$ cat config.mk
export PLATFORM = sky130hd
export DESIGN_NAME = uart_bus_master
export DESIGN_NICKNAME = d
export VERILOG_FILES = /design/src/rtl/uart_bus_master_pkg.sv /design/src/rtl/uart_tx_handshake.sv /design/src/rtl/uart_bus_master.sv
export SDC_FILE = /design/constraint.sdc
export NUM_CORES = 1
export LEC_CHECK = 0
export ABC_AREA = 1
export CAP_MARGIN = 5
export CORE_MARGIN = 1.5
export CORE_UTILIZATION = 30
export CTS_BUF_LIST = sky130_fd_sc_hd__clkbuf_8
export CTS_CLUSTER_DIAMETER = 120
export DETAILED_ROUTE_END_ITERATION = 10
export GPL_TIMING_DRIVEN = 0
export PLACE_DENSITY_LB_ADDON = 0.12
export SYNTH_ARGS = -nofsm -noshare
export SYNTH_HDL_FRONTEND = slang
export SYNTH_HIERARCHICAL = 1
export SYNTH_SLANG_ARGS = --single-unit
export TNS_END_PERCENT = 5
$ cat constraint.sdc
create_clock -name clk -period 2.5 [get_ports clk]
set_clock_uncertainty 0.05 [all_clocks]
set_input_delay 0.5 -clock clk [delete_from_list [all_inputs] [get_ports clk]]
set_output_delay 0.5 -clock clk [all_outputs]
set_load 0.05 [all_outputs]
$ cat src/rtl/uart_bus_master_pkg.sv
// Shared constants and state encodings for the UART bus master and its tx handshake.
package uart_bus_master_pkg;

  localparam logic [7:0] CMD_PING  = 8'h50;
  localparam logic [7:0] CMD_WRITE = 8'h57;
  localparam logic [7:0] CMD_READ  = 8'h52;
  localparam logic [7:0] RSP_OK    = 8'h4B;
  localparam logic [7:0] RSP_ERR   = 8'h3F;

  typedef enum logic [3:0] {
    ST_IDLE,
    ST_ADDR_H,
    ST_ADDR_L,
    ST_LEN,
    ST_WDATA,
    ST_MEM_WR,
    ST_MEM_RD,
    ST_TX,
    ST_DONE
  } bm_state_t;

  typedef enum logic [1:0] {
    HS_IDLE,
    HS_WAIT,
    HS_START,
    HS_DRAIN
  } hs_state_t;

endpackage

$ cat src/rtl/uart_tx_handshake.sv
// Turns a one-cycle send request into the tx_start/tx_busy handshake; pulses done when the byte is out.
module uart_tx_handshake
  import uart_bus_master_pkg::*;
(
  input  logic       clk,
  input  logic       reset,
  input  logic       send,
  input  logic [7:0] data,
  input  logic       tx_busy,
  output logic       tx_start,
  output logic [7:0] tx_byte,
  output logic       done
);

  hs_state_t  state_q, state_d;
  logic [1:0] hold_q, hold_d;
  logic       start_d;
  logic [7:0] byte_d;
  logic       done_d;

  always_ff @(posedge clk) begin
    if (reset) begin
      state_q  <= HS_IDLE;
      hold_q   <= 2'd0;
      tx_start <= 1'b0;
      tx_byte  <= 8'd0;
      done     <= 1'b0;
    end else begin
      state_q  <= state_d;
      hold_q   <= hold_d;
      tx_start <= start_d;
      tx_byte  <= byte_d;
      done     <= done_d;
    end
  end

  // hold_q counts tx_start cycles so the request is never shorter than three cycles
  always_comb begin
    state_d = state_q;
    hold_d  = hold_q;
    start_d = tx_start;
    byte_d  = tx_byte;
    done_d  = 1'b0;
    case (state_q)
      HS_IDLE: begin
        if (send) begin
          byte_d  = data;
          state_d = HS_WAIT;
        end
      end
      HS_WAIT: begin
        if (!tx_busy) begin
          start_d = 1'b1;
          hold_d  = 2'd0;
          state_d = HS_START;
        end
      end
      HS_START: begin
        if (hold_q != 2'd2) hold_d = hold_q + 2'd1;
        if (tx_busy && hold_q == 2'd2) begin
          start_d = 1'b0;
          state_d = HS_DRAIN;
        end
      end
      HS_DRAIN: begin
        if (!tx_busy) begin
          done_d  = 1'b1;
          state_d = HS_IDLE;
        end
      end
      default: state_d = HS_IDLE;
    endcase
  end

endmodule

$ cat src/rtl/uart_bus_master.sv
// UART command parser acting as a memory bus master: ping, block write and block read.
module uart_bus_master
  import uart_bus_master_pkg::*;
#(
  parameter int unsigned TIMEOUT_CYCLES = 800000
) (
  input  logic        clk,
  input  logic        reset,
  input  logic [7:0]  rx_byte,
  input  logic        rx_ready,
  input  logic        tx_busy,
  output logic        tx_start,
  output logic [7:0]  tx_byte,
  output logic        bus_req,
  input  logic        bus_gnt,
  output logic [15:0] mem_addr,
  output logic [7:0]  mem_wdata,
  output logic        mem_rd,
  output logic        mem_wr,
  input  logic [7:0]  mem_rdata,
  input  logic        mem_ack,
  output logic        overrun
);

  localparam int unsigned       GAP_W    = $clog2(TIMEOUT_CYCLES + 1);
  localparam logic [GAP_W-1:0]  GAP_LAST = GAP_W'(TIMEOUT_CYCLES - 1);

  bm_state_t        state_q, state_d;
  logic [7:0]       cmd_q, cmd_d;
  logic [8:0]       count_q, count_d;
  logic [GAP_W-1:0] gap_q, gap_d;
  logic [7:0]       hold_q, hold_d;
  logic             pending_q, pending_d;
  logic             rx_prev_q;
  logic [15:0]      addr_d;
  logic [7:0]       wdata_d;
  logic             bus_req_d, overrun_d;
  logic             tx_send_q, tx_send_d;
  logic [7:0]       tx_data_q, tx_data_d;
  logic             tx_done;
  logic             rx_edge, parse_st, gap_st, take, blocked, timeout;

  uart_tx_handshake u_tx (
    .clk      (clk),
    .reset    (reset),
    .send     (tx_send_q),
    .data     (tx_data_q),
    .tx_busy  (tx_busy),
    .tx_start (tx_start),
    .tx_byte  (tx_byte),
    .done     (tx_done)
  );

  // Strobes follow the grant so a withdrawn grant pauses the access without losing it
  assign mem_wr = (state_q == ST_MEM_WR) & bus_gnt;
  assign mem_rd = (state_q == ST_MEM_RD) & bus_gnt;

  always_ff @(posedge clk) begin
    if (reset) begin
      state_q   <= ST_IDLE;
      cmd_q     <= 8'd0;
      count_q   <= 9'd0;
      gap_q     <= '0;
      hold_q    <= 8'd0;
      pending_q <= 1'b0;
      rx_prev_q <= 1'b0;
      mem_addr  <= 16'd0;
      mem_wdata <= 8'd0;
      bus_req   <= 1'b0;
      overrun   <= 1'b0;
      tx_send_q <= 1'b0;
      tx_data_q <= 8'd0;
    end else begin
      state_q   <= state_d;
      cmd_q     <= cmd_d;
      count_q   <= count_d;
      gap_q     <= gap_d;
      hold_q    <= hold_d;
      pending_q <= pending_d;
      rx_prev_q <= rx_ready;
      mem_addr  <= addr_d;
      mem_wdata <= wdata_d;
      bus_req   <= bus_req_d;
      overrun   <= overrun_d;
      tx_send_q <= tx_send_d;
      tx_data_q <= tx_data_d;
    end
  end

  always_comb begin
    rx_edge   = rx_ready & ~rx_prev_q;
    parse_st  = state_q inside {ST_IDLE, ST_ADDR_H, ST_ADDR_L, ST_LEN, ST_WDATA};
    gap_st    = state_q inside {ST_ADDR_H, ST_ADDR_L, ST_LEN, ST_WDATA};
    take      = pending_q & parse_st;
    blocked   = pending_q & ~take;
    timeout   = gap_st & ~take & (gap_q == GAP_LAST);

    state_d   = state_q;
    cmd_d     = cmd_q;
    count_d   = count_q;
    hold_d    = hold_q;
    pending_d = blocked;
    addr_d    = mem_addr;
    wdata_d   = mem_wdata;
    bus_req_d = bus_req;
    overrun_d = overrun;
    tx_data_d = tx_data_q;
    tx_send_d = 1'b0;

    // A byte consumed this cycle frees the holding register for a simultaneous edge
    if (rx_edge) begin
      if (blocked) begin
        overrun_d = 1'b1;
      end else begin
        hold_d    = rx_byte;
        pending_d = 1'b1;
      end
    end
    gap_d = (gap_st && !(rx_edge && !blocked)) ? gap_q + GAP_W'(1) : '0;

    case (state_q)
      ST_IDLE: begin
        if (take) begin
          cmd_d = hold_q;
          if (hold_q == CMD_WRITE || hold_q == CMD_READ) begin
            state_d = ST_ADDR_H;
          end else begin
            tx_data_d = (hold_q == CMD_PING) ? RSP_OK : RSP_ERR;
            state_d   = ST_TX;
          end
        end
      end
      ST_ADDR_H: begin
        if (take) begin
          addr_d  = {hold_q, mem_addr[7:0]};
          state_d = ST_ADDR_L;
        end else if (timeout) begin
          state_d = ST_IDLE;
        end
      end
      ST_ADDR_L: begin
        if (take) begin
          addr_d  = {mem_addr[15:8], hold_q};
          state_d = ST_LEN;
        end else if (timeout) begin
          state_d = ST_IDLE;
        end
      end
      ST_LEN: begin
        if (take) begin
          count_d = {hold_q == 8'd0, hold_q};
          state_d = (cmd_q == CMD_WRITE) ? ST_WDATA : ST_MEM_RD;
        end else if (timeout) begin
          state_d = ST_IDLE;
        end
      end
      ST_WDATA: begin
        if (take) begin
          wdata_d = hold_q;
          state_d = ST_MEM_WR;
        end else if (timeout) begin
          state_d = ST_IDLE;
        end
      end
      ST_MEM_WR: begin
        if (mem_ack) begin
          addr_d  = mem_addr + 16'd1;
          count_d = count_q - 9'd1;
          if (count_q == 9'd1) begin
            tx_data_d = RSP_OK;
            state_d   = ST_TX;
          end else begin
            state_d = ST_WDATA;
          end
        end
      end
      ST_MEM_RD: begin
        if (mem_ack) begin
          addr_d    = mem_addr + 16'd1;
          count_d   = count_q - 9'd1;
          tx_data_d = mem_rdata;
          state_d   = ST_TX;
        end
      end
      ST_TX: begin
        if (tx_done) begin
          state_d = (cmd_q == CMD_READ && count_q != 9'd0) ? ST_MEM_RD : ST_DONE;
        end
      end
      ST_DONE: state_d = ST_IDLE;
      default: state_d = ST_IDLE;
    endcase

    // Bus ownership spans the whole command body and drops on completion or abort
    if (state_d inside {ST_MEM_WR, ST_MEM_RD}) begin
      bus_req_d = 1'b1;
    end else if (state_d inside {ST_DONE, ST_IDLE}) begin
      bus_req_d = 1'b0;
    end
    tx_send_d = (state_d == ST_TX) && (state_q != ST_TX);
  end

endmodule

# Word level (Yosys, flattened, before mapping)
# Cells that the tools add are included.
dict set report word_totals {
  out_inout_bits 37
  register_bits 100
}
dict set report op_classes {
  n_reduce_logical 38
  muxes 42
  bitwise 14
  add_sub_neg 4
  eq_ne 38
}
# cell n
set op_table {}
lappend op_table {{$mux 8} 6}
lappend op_table {{$pmux 16 s3} 1}
lappend op_table {{$eq 8x7->1 const B} 5}
lappend op_table {{$mux 4} 10}
lappend op_table {{$mux 16} 2}
lappend op_table {{$pmux 4 s8} 1}
lappend op_table {{$eq 4x3->1 const B} 7}
lappend op_table {{$pmux 8 s3} 1}
lappend op_table {{$ne 2x2->1 const B} 11}
lappend op_table {{$add 20x1->20 const B} 1}
lappend op_table {{$eq 20x20->1 const B} 1}
lappend op_table {{$mux 9} 2}
lappend op_table {{$pmux 9 s2} 1}
lappend op_table {{$add 16x1->16 const B} 1}
lappend op_table {{$mux 2} 7}
lappend op_table {{$reduce_bool 2->1} 7}
lappend op_table {{$reduce_and 4->1} 3}
lappend op_table {{$reduce_and 2->1} 5}
lappend op_table {{$eq 9x1->1 const B} 1}
lappend op_table {{$reduce_and 3->1} 3}
lappend op_table {{$reduce_bool 9->1} 1}
lappend op_table {{$sub 9x1->9 const B} 1}
lappend op_table {{$eq 4x2->1 const B} 2}
lappend op_table {{$logic_not 4->1} 2}
lappend op_table {{25 further kinds} 54}

# Depth between registers and ports, before layout
dict set report depth {
  depth_word 13
  mapped_depth 17
  ltp_nobuf 17
}

# Modules after synthesis
# Netlist, hierarchy kept.
# mod cells_per_inst n_inst area_per_inst_um2 seq_area_each_um2
set by_module_without_submodules {}
lappend by_module_without_submodules {uart_bus_master 649 1 4400.5 1721.7}
lappend by_module_without_submodules {uart_tx_handshake 94 1 669.4 280.3}

# Worst setup path before layout
# Ideal clock, no wire load.
dict set report synth_timing {
  kind {reg2reg}
  from {register mem_addr[0]}
  to {register mem_addr[14]}
  t_arrival_ns 1.891
  required_time_ns 2.332
  stages_incl_launch_ff 11
  setup_slack_ns 0.441
  synth_period_minus_slack_ns 2.059
  cell_sequence {dfxtp_1 > ha_1 > nand4_1 > nor2_1 > nand2_1 > nor2_1 > nand4_1 > o21ai_0 > nor2_1 > nor2_1 > nor2_1}
}
dict set report synth_via {
  elab_chain_cells 3
}
# element line
set synth_lines {}
lappend synth_lines {{start, declared} uart_bus_master.sv:16} ;# output logic [15:0] mem_addr,
lappend synth_lines {{start signal, assigned} uart_bus_master.sv:81} ;# mem_addr <= addr_d;
lappend synth_lines {{$add 16x1->16} {uart_bus_master.sv:167, uart_bus_master.sv:179}}
lappend synth_lines {{$mux 16} {uart_bus_master.sv:166, uart_bus_master.sv:178}}
lappend synth_lines {{$pmux 16 s3} uart_bus_master.sv:121} ;# case (state_q)
# Every way passes these cells. The select of a mux whose other input is x is not followed.
# A chain may end at the register's enable or synchronous reset.

# Final worst setup path
dict set report layout_timing {
  from {register mem_addr[9]}
  to {output mem_addr[9]}
}
# No word-level cell between the ends.

==> flow_summary.toml <==
[drt]
viasPerCell = 4.71
first_pass_iters = 4
drtAntennaViolNets = 0
wl_per_cell_microns = 13.4
vias = 4884
drt_wl_total_microns = 13900
drc_errors = 0
drtIter0Drc = 331

[floorplanning]
start_util_pct = 30.7
die_w_microns = 133
num_io_pins = 59
die_y_microns = 133
fp-row-count = 47
dieArea_sq_um = 17700
coreArea_sq_um = 16500

[final_layout]
area_delta_synth_final_pct = 20.6
finalCoreUtilization_pct = 37.0
diodes = 0
drive_gt1_share_pct = 7.83
layout.nets = 844
layout.cells.non_filler = 1037

[setup_path]
worst_r2r_path_depth = 11
cp-endpoint = "mem_addr[9]"
max_stage_delay_ns = 0.85
startpoint = "mem_addr[9]$_SDFFE_PP0P_"
worst_path_max_delay_cell = "clkdlybuf4s50_1"
critPathKind = "flip-flop to output pin"
crit_buf_inv = 1
crit_chain = "clkdlybuf4s50_1"
cp.arrival_ns = 1.69
timing.rr.start = "state_q[0]$_SDFF_PP0_"
cp-start-kind = "flip-flop"
required_ns = 1.95
r2r_end = "mem_addr[2]$_SDFFE_PP0P_"
critPathMaxFanout = 8
cp.depth = 1
cpLargestDelayFamily = "buffers and inverters"
cp-end-kind = "output pin"
rrSetupSlack_ns = 0.38

[clocking]
ctsResizeCount = 2
cts_tree = "done"
cts.clk_slew.worst_paths_ns = 0.10
postCtsSetupRepairBufs = 0
holdBufCountCts = 0
numCtsBuffers = 9
clkSinkCount = 100
cts_root_buf = "clkbuf_8"
htree_num_levels = 3
clk_latency_ns = 0.39
cts_buffer_depth = 2

[timing]
max_freq_mhz = 446
whs_ns = 0.411
rsz0062_at_grt = "no"
relSlewSlack_pct = 57.8
drv_slew = 0
hold_viol = 0
setup_viol = 0
tightestPinTransition_ns = 0.627
period_needed_ns = 2.24
fin_crit_sh_pct = 89.7

[synthesis]
syn_area_per_cell_sq_um = 6.82
synth_cells = 743
syn_nets = 775
synth_common_cells = "nand2_1 (149), nor2_1 (107), dfxtp_1 (100)"
synth_most_common_cell = "nand2_1"
yosys-top-cells-area = "dfxtp_1 (39%), nand2_1 (11%), nor2_1 (7.9%)"
synth.distinct_cells = 43
seq_area_frac_synth_pct = 39.5
synth_top_area_share_pct = 39.5
ys_seq_elements = 100
synth_edf_count = 0
syn_area_sq_um = 5070
yosysWarnings = 6
yosys_most_used_dff = "dfxtp_1"
async_flop_share_pct = 0
yosysTopAreaCell = "dfxtp_1"

[grt]
grt_use_total_pct = 16.2
grt_pass1_vias = 4674
grt_pass1_wl_microns = 22800
grt_max_degree = 18
grt_overflow = 0
grt_antenna_before_repair = 0

[placed_design]
io_buffers = 58
gp_congestion = 0.841
dp.cells = 1021
dp_hpwl_microns = 10400

[pwr]
vdd_drop_max_v = 0.000520
power_density_nw_per_um2 = 990
power.leakage_nw = 2.37
p_total_mw = 6.05

[run]
maxCapViolCount = 0

[min_path]
hp-class = "flip-flop to flip-flop"
min_path_cells = 1

[run_status]
status = "finished clean"
==> cells in the final DEF, fill, tap and decap left out, types with 3 or more instances in the layout <==
cell type        Yosys  layout
buf_2                7       7
nand2_2              4       4
o21ai_1              8       8
a21oi_2              5       5
clkbuf_8             0       9
clkdlybuf4s50_1      0      56
inv_2               10      10
clkbuf_1            10      10
a21oi_1             63      63
clkinv_1             3       3
a31oi_1              7       7
nand2_1            149     149
nor2_1             107     107
nor2_2               6       6
inv_1               78      78
nand4_1             12      12
ha_1                10      10
inv_6                0       3
nor3_1              13      13
nand2_4              4       4
nand3_1             40      40
o21ai_0             67      67
xor2_1              10      10
dfxtp_1            100     100
==> state kept, by name, indices dropped and copies added (netlist names), 2 cells and up <==
| register | flops |
|---|---|
| u_tx/tx_byte | 8 |
| state_q | 4 |
| cmd_q | 8 |
| u_tx/state_q | 2 |
| hold_q | 8 |
| tx_data_q | 8 |
| mem_wdata | 8 |
| mem_addr | 16 |
| count_q | 9 |
| gap_q | 20 |
| u_tx/hold_q | 2 |
==> logic make-up after synthesis <==
logic type | after synthesis | share of synthesized area [%]
buffers and inverters | 111 | 8.61
XOR/XNOR | 12 | 2.07
AND/OR/NAND/NOR | 348 | 30.1
adder cells (fa/ha/maj) | 10 | 2.47
flip-flops | 100 | 39.5
AO/OA/AOI/OAI | 162 | 17.3
==> metal layers <==
metal | global-route usage, % | up-vias | routed length [microns]
li1 | - | 2560 | -
met1 | 21.1 | 2235 | 6790
met4 | 6.90 | 0 | 313
met2 | 26.4 | 69 | 6360
met3 | 2.72 | 20 | 396
met5 | 0 | - | 0
==> stage by stage <==
stage / setup slack, ns / setup TNS (ns) / cell area (sq um)
after floorplan: 0.441 / 0 / 5070
after global placement: -0.0421 / -0.0833 / 5930
after detailed placement: -0.0448 / -0.106 / 5930
after CTS: 0.0323 / 0 / 6120
after global routing: 0.108 / 0 / 6110
final: 0.257 / 0 / 6110
==> report_power, final <==
part / leakage (nW) / switching (mW) / internal (mW) / total [mW]
Sequential: 0.813 / 0.280 / 1.88 / 2.16
Combinational: 1.46 / 1.90 / 0.912 / 2.81
Clock: 0.100 / 0.610 / 0.470 / 1.08
==> worst min path at each step <==
stage / startpoint / endpoint / slack (ns)
after floorplan: gap_q[0]$_SDFF_PP0_ / gap_q[0]$_SDFF_PP0_ / 0.37
after global placement: gap_q[0]$_SDFF_PP0_ / gap_q[0]$_SDFF_PP0_ / 0.38
after detailed placement: gap_q[0]$_SDFF_PP0_ / gap_q[0]$_SDFF_PP0_ / 0.39
after CTS: gap_q[0]$_SDFF_PP0_ / gap_q[0]$_SDFF_PP0_ / 0.41
after global routing: mem_wdata[3]$_SDFFE_PP0P_ / mem_wdata[3]$_SDFFE_PP0P_ / 0.44
final: gap_q[0]$_SDFF_PP0_ / gap_q[0]$_SDFF_PP0_ / 0.41
==> cell type report <==
type                            instances  area, sq um
Fill cell                            1758        10400
Multi-Input combinational cell        532         2630
Sequential cell                       100         2000
Timing Repair Buffer                   58          571
Inverter                               93          357
Tap cell                              220          275
Clock buffer                            9          124
Buffer                                 18         80.1
Clock inverter                          7         73.8
Power figures use the tool's default switching activity.
